## src/rtl/rvcore_rob_if.sv

```systemverilog
`default_nettype none
// ============================================================================
// Module   : rvcore_rob_if
// Brief    : Dispatch / writeback / commit bundle of the reorder buffer.
// Revision : 1.0
// ============================================================================
interface rvcore_rob_if #(
    parameter int DISPATCH_WIDTH       = 2,
    parameter int ROB_ADDR_WIDTH       = 4,
    parameter int PHYS_REGS_ADDR_WIDTH = 6
);
    logic [DISPATCH_WIDTH-1:0]                                dispatch_en;
    logic [DISPATCH_WIDTH-1:0][PHYS_REGS_ADDR_WIDTH-1:0]      dispatch_phys_rd;
    logic [DISPATCH_WIDTH-1:0][4:0]                           dispatch_arch_rd;
    logic [DISPATCH_WIDTH-1:0][DISPATCH_WIDTH-1:0]            dispatch_bank_addr;
    logic [DISPATCH_WIDTH-1:0][ROB_ADDR_WIDTH-1:0]            dispatch_rob_addr;
    logic                                                     full;

    logic [DISPATCH_WIDTH-1:0]                                writeback_en;
    logic [DISPATCH_WIDTH-1:0][DISPATCH_WIDTH-1:0]            writeback_bank_addr;
    logic [DISPATCH_WIDTH-1:0][ROB_ADDR_WIDTH-1:0]            writeback_rob_addr;

    logic [DISPATCH_WIDTH-1:0]                                commit_en;
    logic [DISPATCH_WIDTH-1:0][PHYS_REGS_ADDR_WIDTH-1:0]      commit_phys_rd;
    logic [DISPATCH_WIDTH-1:0][4:0]                           commit_arch_rd;

    modport master (
        output dispatch_en, dispatch_phys_rd, dispatch_arch_rd,
        output writeback_en, writeback_bank_addr, writeback_rob_addr,
        input  dispatch_bank_addr, dispatch_rob_addr, full,
        input  commit_en, commit_phys_rd, commit_arch_rd
    );

    modport slave (
        input  dispatch_en, dispatch_phys_rd, dispatch_arch_rd,
        input  writeback_en, writeback_bank_addr, writeback_rob_addr,
        output dispatch_bank_addr, dispatch_rob_addr, full,
        output commit_en, commit_phys_rd, commit_arch_rd
    );
endinterface
`default_nettype wire

```

## src/rtl/rvcore_rob.sv

```systemverilog
`default_nettype none
// ============================================================================
// Module   : rvcore_rob
// Brief    : Banked reorder buffer; one row per dispatch group, in-order
//            all-or-nothing row retirement. Optional ROB_FLUSH_EN adds a
//            synchronous flush input that empties the buffer.
// Revision : 1.0
// ============================================================================
module rvcore_rob #(
    parameter int DISPATCH_WIDTH       = 2,
    parameter int ROB_ADDR_WIDTH       = 4,
    parameter int PHYS_REGS_ADDR_WIDTH = 6
) (
    input  wire logic   clk,
    input  wire logic   rst_n,
`ifdef ROB_FLUSH_EN
    input  wire logic   flush,
`endif
    rvcore_rob_if.slave rob_if
);
    localparam int c_ROB_DEPTH = 2 ** ROB_ADDR_WIDTH;

    typedef logic [ROB_ADDR_WIDTH:0]                           ptr_t;
    typedef logic [ROB_ADDR_WIDTH-1:0]                         row_t;
    typedef logic [DISPATCH_WIDTH-1:0]                         lane_bits_t;
    typedef logic [DISPATCH_WIDTH-1:0][PHYS_REGS_ADDR_WIDTH-1:0] phys_row_t;
    typedef logic [DISPATCH_WIDTH-1:0][4:0]                    arch_row_t;

    localparam ptr_t c_FULL_DIST = ptr_t'(c_ROB_DEPTH);
    localparam ptr_t c_PTR_ONE   = ptr_t'(1);

    ptr_t       head_q, head_d;
    ptr_t       tail_q, tail_d;
    lane_bits_t valid_q [c_ROB_DEPTH];
    lane_bits_t valid_d [c_ROB_DEPTH];
    lane_bits_t done_q  [c_ROB_DEPTH];
    lane_bits_t done_d  [c_ROB_DEPTH];
    phys_row_t  phys_q  [c_ROB_DEPTH];
    phys_row_t  phys_d  [c_ROB_DEPTH];
    arch_row_t  arch_q  [c_ROB_DEPTH];
    arch_row_t  arch_d  [c_ROB_DEPTH];

    logic       w_flush;
    logic       w_empty;
    logic       w_full;
    logic       w_row_done;
    logic       w_commit;
    logic       w_dispatch;
    row_t       w_head_row;
    row_t       w_tail_row;

`ifdef ROB_FLUSH_EN
    assign w_flush = flush;
`else
    assign w_flush = 1'b0;
`endif

    assign w_head_row = head_q[ROB_ADDR_WIDTH-1:0];
    assign w_tail_row = tail_q[ROB_ADDR_WIDTH-1:0];

    // Wrap bit distinguishes full from empty when the row indices coincide.
    assign w_empty    = (head_q == tail_q);
    assign w_full     = ((tail_q - head_q) == c_FULL_DIST);

    assign w_row_done = &(~valid_q[w_head_row] | done_q[w_head_row]);
    assign w_commit   = !w_empty && w_row_done && !w_flush;
    assign w_dispatch = (|rob_if.dispatch_en) && !w_full;

    assign rob_if.full = w_full;

    generate
        for (genvar l = 0; l < DISPATCH_WIDTH; l++) begin : g_lane
            assign rob_if.dispatch_rob_addr[l]  = w_tail_row;
            assign rob_if.dispatch_bank_addr[l] = DISPATCH_WIDTH'(l);
            assign rob_if.commit_en[l]          = w_commit & valid_q[w_head_row][l];
            assign rob_if.commit_phys_rd[l]     = w_commit ? phys_q[w_head_row][l] : '0;
            assign rob_if.commit_arch_rd[l]     = w_commit ? arch_q[w_head_row][l] : '0;
        end
    endgenerate

    // Later updates take priority: writeback, then commit, then dispatch, then flush.
    always_comb begin
        head_d  = head_q;
        tail_d  = tail_q;
        valid_d = valid_q;
        done_d  = done_q;
        phys_d  = phys_q;
        arch_d  = arch_q;

        for (int l = 0; l < DISPATCH_WIDTH; l++) begin
            if (rob_if.writeback_en[l]) begin
                for (int b = 0; b < DISPATCH_WIDTH; b++) begin
                    if ((rob_if.writeback_bank_addr[l] == DISPATCH_WIDTH'(b)) &&
                        valid_q[rob_if.writeback_rob_addr[l]][b]) begin
                        done_d[rob_if.writeback_rob_addr[l]][b] = 1'b1;
                    end
                end
            end
        end

        if (w_commit) begin
            valid_d[w_head_row] = '0;
            done_d[w_head_row]  = '0;
            head_d              = head_q + c_PTR_ONE;
        end

        if (w_dispatch) begin
            valid_d[w_tail_row] = rob_if.dispatch_en;
            done_d[w_tail_row]  = '0;
            phys_d[w_tail_row]  = rob_if.dispatch_phys_rd;
            arch_d[w_tail_row]  = rob_if.dispatch_arch_rd;
            tail_d              = tail_q + c_PTR_ONE;
        end

        if (w_flush) begin
            for (int r = 0; r < c_ROB_DEPTH; r++) begin
                valid_d[r] = '0;
                done_d[r]  = '0;
            end
            head_d = '0;
            tail_d = '0;
        end
    end

    always_ff @(posedge clk or negedge rst_n) begin
        if (!rst_n) begin
            head_q <= '0;
            tail_q <= '0;
            for (int r = 0; r < c_ROB_DEPTH; r++) begin
                valid_q[r] <= '0;
                done_q[r]  <= '0;
                phys_q[r]  <= '0;
                arch_q[r]  <= '0;
            end
        end else begin
            head_q  <= head_d;
            tail_q  <= tail_d;
            valid_q <= valid_d;
            done_q  <= done_d;
            phys_q  <= phys_d;
            arch_q  <= arch_d;
        end
    end

endmodule
`default_nettype wire

```

## src/flat_wrapper.sv

```systemverilog
// flat-port wrapper written by rule: the top's interface ports become plain ports
module rvcore_rob_flat 
#(
    parameter int DISPATCH_WIDTH       = 2,
    parameter int ROB_ADDR_WIDTH       = 4,
    parameter int PHYS_REGS_ADDR_WIDTH = 6
)
  (clk, rst_n, rob_if_dispatch_en, rob_if_dispatch_phys_rd, rob_if_dispatch_arch_rd, rob_if_writeback_en, rob_if_writeback_bank_addr, rob_if_writeback_rob_addr, rob_if_dispatch_bank_addr, rob_if_dispatch_rob_addr, rob_if_full, rob_if_commit_en, rob_if_commit_phys_rd, rob_if_commit_arch_rd);
  rvcore_rob_if #(.DISPATCH_WIDTH(DISPATCH_WIDTH), .ROB_ADDR_WIDTH(ROB_ADDR_WIDTH), .PHYS_REGS_ADDR_WIDTH(PHYS_REGS_ADDR_WIDTH)) rob_if_i ();
  input  wire logic clk;
  input  wire logic rst_n;
  input wire logic [$bits(rob_if_i.dispatch_en)-1:0] rob_if_dispatch_en;
  input wire logic [$bits(rob_if_i.dispatch_phys_rd)-1:0] rob_if_dispatch_phys_rd;
  input wire logic [$bits(rob_if_i.dispatch_arch_rd)-1:0] rob_if_dispatch_arch_rd;
  input wire logic [$bits(rob_if_i.writeback_en)-1:0] rob_if_writeback_en;
  input wire logic [$bits(rob_if_i.writeback_bank_addr)-1:0] rob_if_writeback_bank_addr;
  input wire logic [$bits(rob_if_i.writeback_rob_addr)-1:0] rob_if_writeback_rob_addr;
  output wire logic [$bits(rob_if_i.dispatch_bank_addr)-1:0] rob_if_dispatch_bank_addr;
  output wire logic [$bits(rob_if_i.dispatch_rob_addr)-1:0] rob_if_dispatch_rob_addr;
  output wire logic [$bits(rob_if_i.full)-1:0] rob_if_full;
  output wire logic [$bits(rob_if_i.commit_en)-1:0] rob_if_commit_en;
  output wire logic [$bits(rob_if_i.commit_phys_rd)-1:0] rob_if_commit_phys_rd;
  output wire logic [$bits(rob_if_i.commit_arch_rd)-1:0] rob_if_commit_arch_rd;
  assign rob_if_i.dispatch_en = rob_if_dispatch_en;
  assign rob_if_i.dispatch_phys_rd = rob_if_dispatch_phys_rd;
  assign rob_if_i.dispatch_arch_rd = rob_if_dispatch_arch_rd;
  assign rob_if_i.writeback_en = rob_if_writeback_en;
  assign rob_if_i.writeback_bank_addr = rob_if_writeback_bank_addr;
  assign rob_if_i.writeback_rob_addr = rob_if_writeback_rob_addr;
  assign rob_if_dispatch_bank_addr = rob_if_i.dispatch_bank_addr;
  assign rob_if_dispatch_rob_addr = rob_if_i.dispatch_rob_addr;
  assign rob_if_full = rob_if_i.full;
  assign rob_if_commit_en = rob_if_i.commit_en;
  assign rob_if_commit_phys_rd = rob_if_i.commit_phys_rd;
  assign rob_if_commit_arch_rd = rob_if_i.commit_arch_rd;
  rvcore_rob #(.DISPATCH_WIDTH(DISPATCH_WIDTH), .ROB_ADDR_WIDTH(ROB_ADDR_WIDTH), .PHYS_REGS_ADDR_WIDTH(PHYS_REGS_ADDR_WIDTH)) u_core (.clk(clk), .rst_n(rst_n), .rob_if(rob_if_i));
endmodule
```

## config.mk

```make
export PLATFORM = sky130hd
export DESIGN_NAME = rvcore_rob_flat
export DESIGN_NICKNAME = d
export VERILOG_FILES = /design/src/rtl/rvcore_rob_if.sv /design/src/rtl/rvcore_rob.sv /design/src/flat_wrapper.sv
export SDC_FILE = /design/constraint.sdc
export NUM_CORES = 1
export LEC_CHECK = 0
export ABC_AREA = 1
export CAP_MARGIN = 10
export CORE_ASPECT_RATIO = 1.75
export CORE_MARGIN = 5
export CORE_UTILIZATION = 55
export CTS_CLUSTER_DIAMETER = 60
export CTS_CLUSTER_SIZE = 30
export DETAILED_ROUTE_END_ITERATION = 7
export HOLD_SLACK_MARGIN = 0.03
export PLACE_DENSITY_LB_ADDON = 0.3
export SYNTH_ARGS = -nofsm -noshare
export SYNTH_HDL_FRONTEND = slang
export SYNTH_SLANG_ARGS = --single-unit
```

## constraint.sdc

```tcl
create_clock -name clk -period 3.9 [get_ports clk]
set_clock_uncertainty 0.2 [all_clocks]
set_input_delay 0.39 -clock clk [delete_from_list [all_inputs] [get_ports clk]]
set_output_delay 0.39 -clock clk [all_outputs]
set_load 0.02 [all_outputs]
```

==> results.md <==
| Item | This run | Unit |
|---|---|---|
| Ys Warns | 0 | - |
| Vias in the first global route | 20,328 | - |
| TNS Setup | 0 | ns |
| First drt pass iteration count | 6 | - |
| Upper clock frequency limit | 0.260 | GHz |
| IR Drop Worst-Case VDD | 0.000803 | V |
| Number of buffer cells added on primary ports | 72 | - |
| Worst slew margin | 33.3 | % |
| Clock latency reported for the late side of the worst-skew pair | 0.59 | ns |
| Final-report max-slew violation count | 0 | - |
| Final period util | 98.5 | % |
| Leftover overflow at the end of global routing | 0 | - |
| Cell leakage power | 0.0127 | uW |
| Filler instances | 3,765 | - |
| Multi-input logic area | 0.00965 | mm^2 |
| Maximum number of pins on one net before global-route repair | 141 | - |
| Final number of setup-violating endpoints | 0 | - |
| Aggregate routed wire length | 76,600 | um |
| Starting DRC count in detailed routing | 2,375 | - |
| Largest cells by area after synthesis | sky130_fd_sc_hd__dfrtp_1 (47%), sky130_fd_sc_hd__nand2_1 (19%), sky130_fd_sc_hd__o21ai_0 (6.8%), sky130_fd_sc_hd__inv_1 (5.5%), sky130_fd_sc_hd__nor2_1 (4.1%) | - |
| Die Height | 279 | um |
| Power per standard cell area | 915 | mW/mm^2 |
| GR Util All Layers | 32.7 | % |
| Post-layout minimum cycle time | 3.84 | ns |
| Clock H-tree levels | 1 | - |
| Slew at the pin closest to its max-slew limit | 1.00 | ns |
| Wire length of the first global-routing pass | 116,000 | um |
| Fraction of layout instances using a drive strength above 1 | 5.59 | % |
| Cell area after technology mapping | 0.0228 | mm^2 |
| Startpoint Class | register | - |
| Die width | 164 | um |
| Path type of the worst min-delay path | primary input to asynchronous set/reset pin | - |
| Total CTS buffers | 27 | - |
| Vias per cell | 5.73 | - |
| Number of flops mapped to enable cells by yosys | 0 | - |
| Synthesis-to-layout area growth | 8.96 | % |
| Final hold vios | 0 | - |
| Share of synthesized flip-flops with an asynchronous set or reset | 100 | % |
| Via Count | 21,196 | - |
| Antenna violations before repair | 3 | - |
| Antenna Nets Post-Route | 0 | - |
| Root cell of the clock tree | sky130_fd_sc_hd__clkbuf_16 | - |
| Most used flip-flop cell after synthesis | sky130_fd_sc_hd__dfrtp_1 | - |
| I/O pin count | 77 | - |
| Worst setup startpoint | u_core.head_q[0] | - |
| Critical path data required time | 3.31 | ns |
| Core area | 0.0410 | mm^2 |
| Outcome | finished, final reports clean | - |
| Largest fanout on the critical path | 70 | - |
| HPWL after DPL | 49,400 | um |
| Slowest cell delay on critical path | 0.65 | ns |
| Total clock sinks | 426 | - |
| Nets@finish | 3,178 | - |
| Category of the worst setup path capture point | output pin | - |
| Rows | 98 | - |
| Cell Chain, Critical Path | buf_4 > buf_16 > nor2_1 > a21oi_1 > o21ai_0 > a22o_1 > nor3_2 > clkdlybuf4s50_1 | - |
| Fin util | 60.6 | % |
| Netlist cell types | 32 | - |
| Register area share after synthesis | 46.8 | % |
| Critical path start-end classification | register to output pin | - |
| Data arrival at the endpoint of the critical path | 3.25 | ns |
| Area leader, netlist | sky130_fd_sc_hd__dfrtp_1 | - |
| Number of instances in the synthesized netlist | 3,180 | - |
| Post-Syn Area per Cell | 7.17 | um^2 |
| Sequential cell area | 0.0107 | mm^2 |
| Largest buffer count on any clock path | 3 | - |
| Starting utilization of the core area | 55.6 | % |
| Average wire per standard cell | 20.7 | um |
| Fraction of post-synthesis cell area in the top cell type by area | 46.8 | % |
| Worst path slowest cell | sky130_fd_sc_hd__clkdlybuf4s50_1 | - |
| Total of flip-flops plus latches after synthesis | 426 | - |
| Clock slew at reported path FFs | 0.10 | ns |
| Final-layout worst hold slack | 0.243 | ns |
| Max-capacitance violation count | 0 | - |
| Full die area | 0.0458 | mm^2 |
| TritonCTS clock tree | done | - |
| Startpoint of the lowest-slack register-to-register path | u_core.head_q[1] | - |
| Routability congestion estimate from global placement | 1.04 | - |
| Remaining DRCs | 0 | - |
critical path, delay by kind of cell, from the launching register on:
kind            cells  cell delay (ns)
simple gates        2             0.28
flops               1             0.56
buf+inv             3             1.09
compound gates      3             0.66
power breakdown:
part	switching, uW	internal, uW	total, uW	leakage [uW]
logic	8020	4020	12000	0.00691
registers	971	6390	7360	0.00533
clock network	1780	1550	3330	0.000471
total	10800	12000	22700	0.0127
kinds of logic (layout without fill, tap and decap cells):
group / after synthesis / in the layout / synth area share, %
AOI/OAI and AO/OA: 602 / 602 / 13.7
xor gates and xnor gates: 10 / 10 / 0.384
adders and majority gates: 12 / 12 / 0.659
other: 2 / 6 / 0.0330
DFF: 426 / 426 / 46.8
and+or+nand+nor: 1549 / 1549 / 27.5
buffers and inverters: 579 / 544 / 10.9
Yosys cell counts (2+ instances only):
cell type and count:
sky130_fd_sc_hd__clkinv_1 2, sky130_fd_sc_hd__nor3_2 10, sky130_fd_sc_hd__nor2_1 249, sky130_fd_sc_hd__inv_1 332, sky130_fd_sc_hd__nand4_1 29, sky130_fd_sc_hd__dfrtp_1 426, sky130_fd_sc_hd__nor2_2 3, sky130_fd_sc_hd__a21oi_1 183
sky130_fd_sc_hd__nand3_4 8, sky130_fd_sc_hd__conb_1 2, sky130_fd_sc_hd__nand3_2 9, sky130_fd_sc_hd__ha_1 12, sky130_fd_sc_hd__a22o_1 28, sky130_fd_sc_hd__nand2_1 1145, sky130_fd_sc_hd__o21ai_0 308, sky130_fd_sc_hd__nand2_2 2
sky130_fd_sc_hd__buf_2 53, sky130_fd_sc_hd__buf_6 18, sky130_fd_sc_hd__clkbuf_1 65, sky130_fd_sc_hd__buf_1 59, sky130_fd_sc_hd__nor3_1 28, sky130_fd_sc_hd__xnor2_1 3, sky130_fd_sc_hd__o211ai_1 6, sky130_fd_sc_hd__o21ai_1 77
sky130_fd_sc_hd__nand3_1 63, sky130_fd_sc_hd__buf_4 30, sky130_fd_sc_hd__inv_2 19, sky130_fd_sc_hd__xor2_1 7
final timing paths:
path	to	slack, ns	depth (start not counted)
max in group asynchronous	u_core.tail_q[0]	2.24	3
setup / recovery	rob_if_commit_arch_rd[7]	0.06	8
hold / removal	u_core.valid_q[31]	0.24	2
hold reg to reg	u_core.phys_q[150]	0.29	2
setup reg to reg	u_core.valid_q[6]	0.28	13
min in group clk	u_core.phys_q[150]	0.29	2
layout by cell type (no fill, tap or decap), drive strengths merged:
cell type	instances
nand3b	1
clkinv	9
a21oi	183
dlygate4sd2	7
dlymetal6s2s	6
xnor2	3
buf	67
clkinvlp	5
a22o	28
xor2	7
clkdlybuf4s50	57
diode	2
or2	1
conb	4
nand4	30
nand3	80
nor2	252
nand2	1147
ha	12
o21ai	385
dlygate4sd3	1
nor3	38
inv	359
clkbuf	31
bufinv	2
dfrtp	426
o211ai	6
repair_timing:
| action | 4_1_cts | 5_1_grt |
|---|---|---|
| setup buffers | 1 | 3 |
| pin swaps | 1 | 0 |
| hold endpoints to repair | 96 | 0 |
| cloned | 0 | 2 |
| setup endpoints to repair | 7 | 15 |
| gates resized for setup | 12 | 7 |
| hold buffers | 1 | 0 |
state kept, by name (all words and copies together), names as in the netlist:
register	count
u_core.arch_q	160
u_core.done_q	32
u_core.head_q	5
u_core.phys_q	192
u_core.tail_q	5
u_core.valid_q	32
layer usage:
layer	vias up	GRT usage (%)	share of wire [%]	routed length (um)
met5	-	0	0.026	20
met4	2	22.4	7.7	5890
met3	303	4.77	7.6	5810
met2	1079	55.7	50	37900
met1	10046	37.7	35	26900
li1	9766	-	-	-
final cells by class:
cell class,instances,area share (%)
flip-flops and latches,426,43.0
clock buffers,29,2.83
multi-input cells,2177,38.9
clock inverters,21,1.16
repair buffers,140,5.99
well taps,550,2.77
inverters,354,5.38
diodes,2,0.0202
per-stage QoR:
step	total power, uW	instances	setup WS (ns)	cell area [um^2]
after floorplan	15000	3182	0.821	22800
after global placement	18800	3640	0.404	23700
after detailed placement	19100	3640	0.379	23700
after CTS	22400	3692	0.0134	24700
after global routing	24200	3699	-0.00371	24800
final	22700	3699	0.0575	24800
No activity file was read; power rests on OpenSTA's default activity.
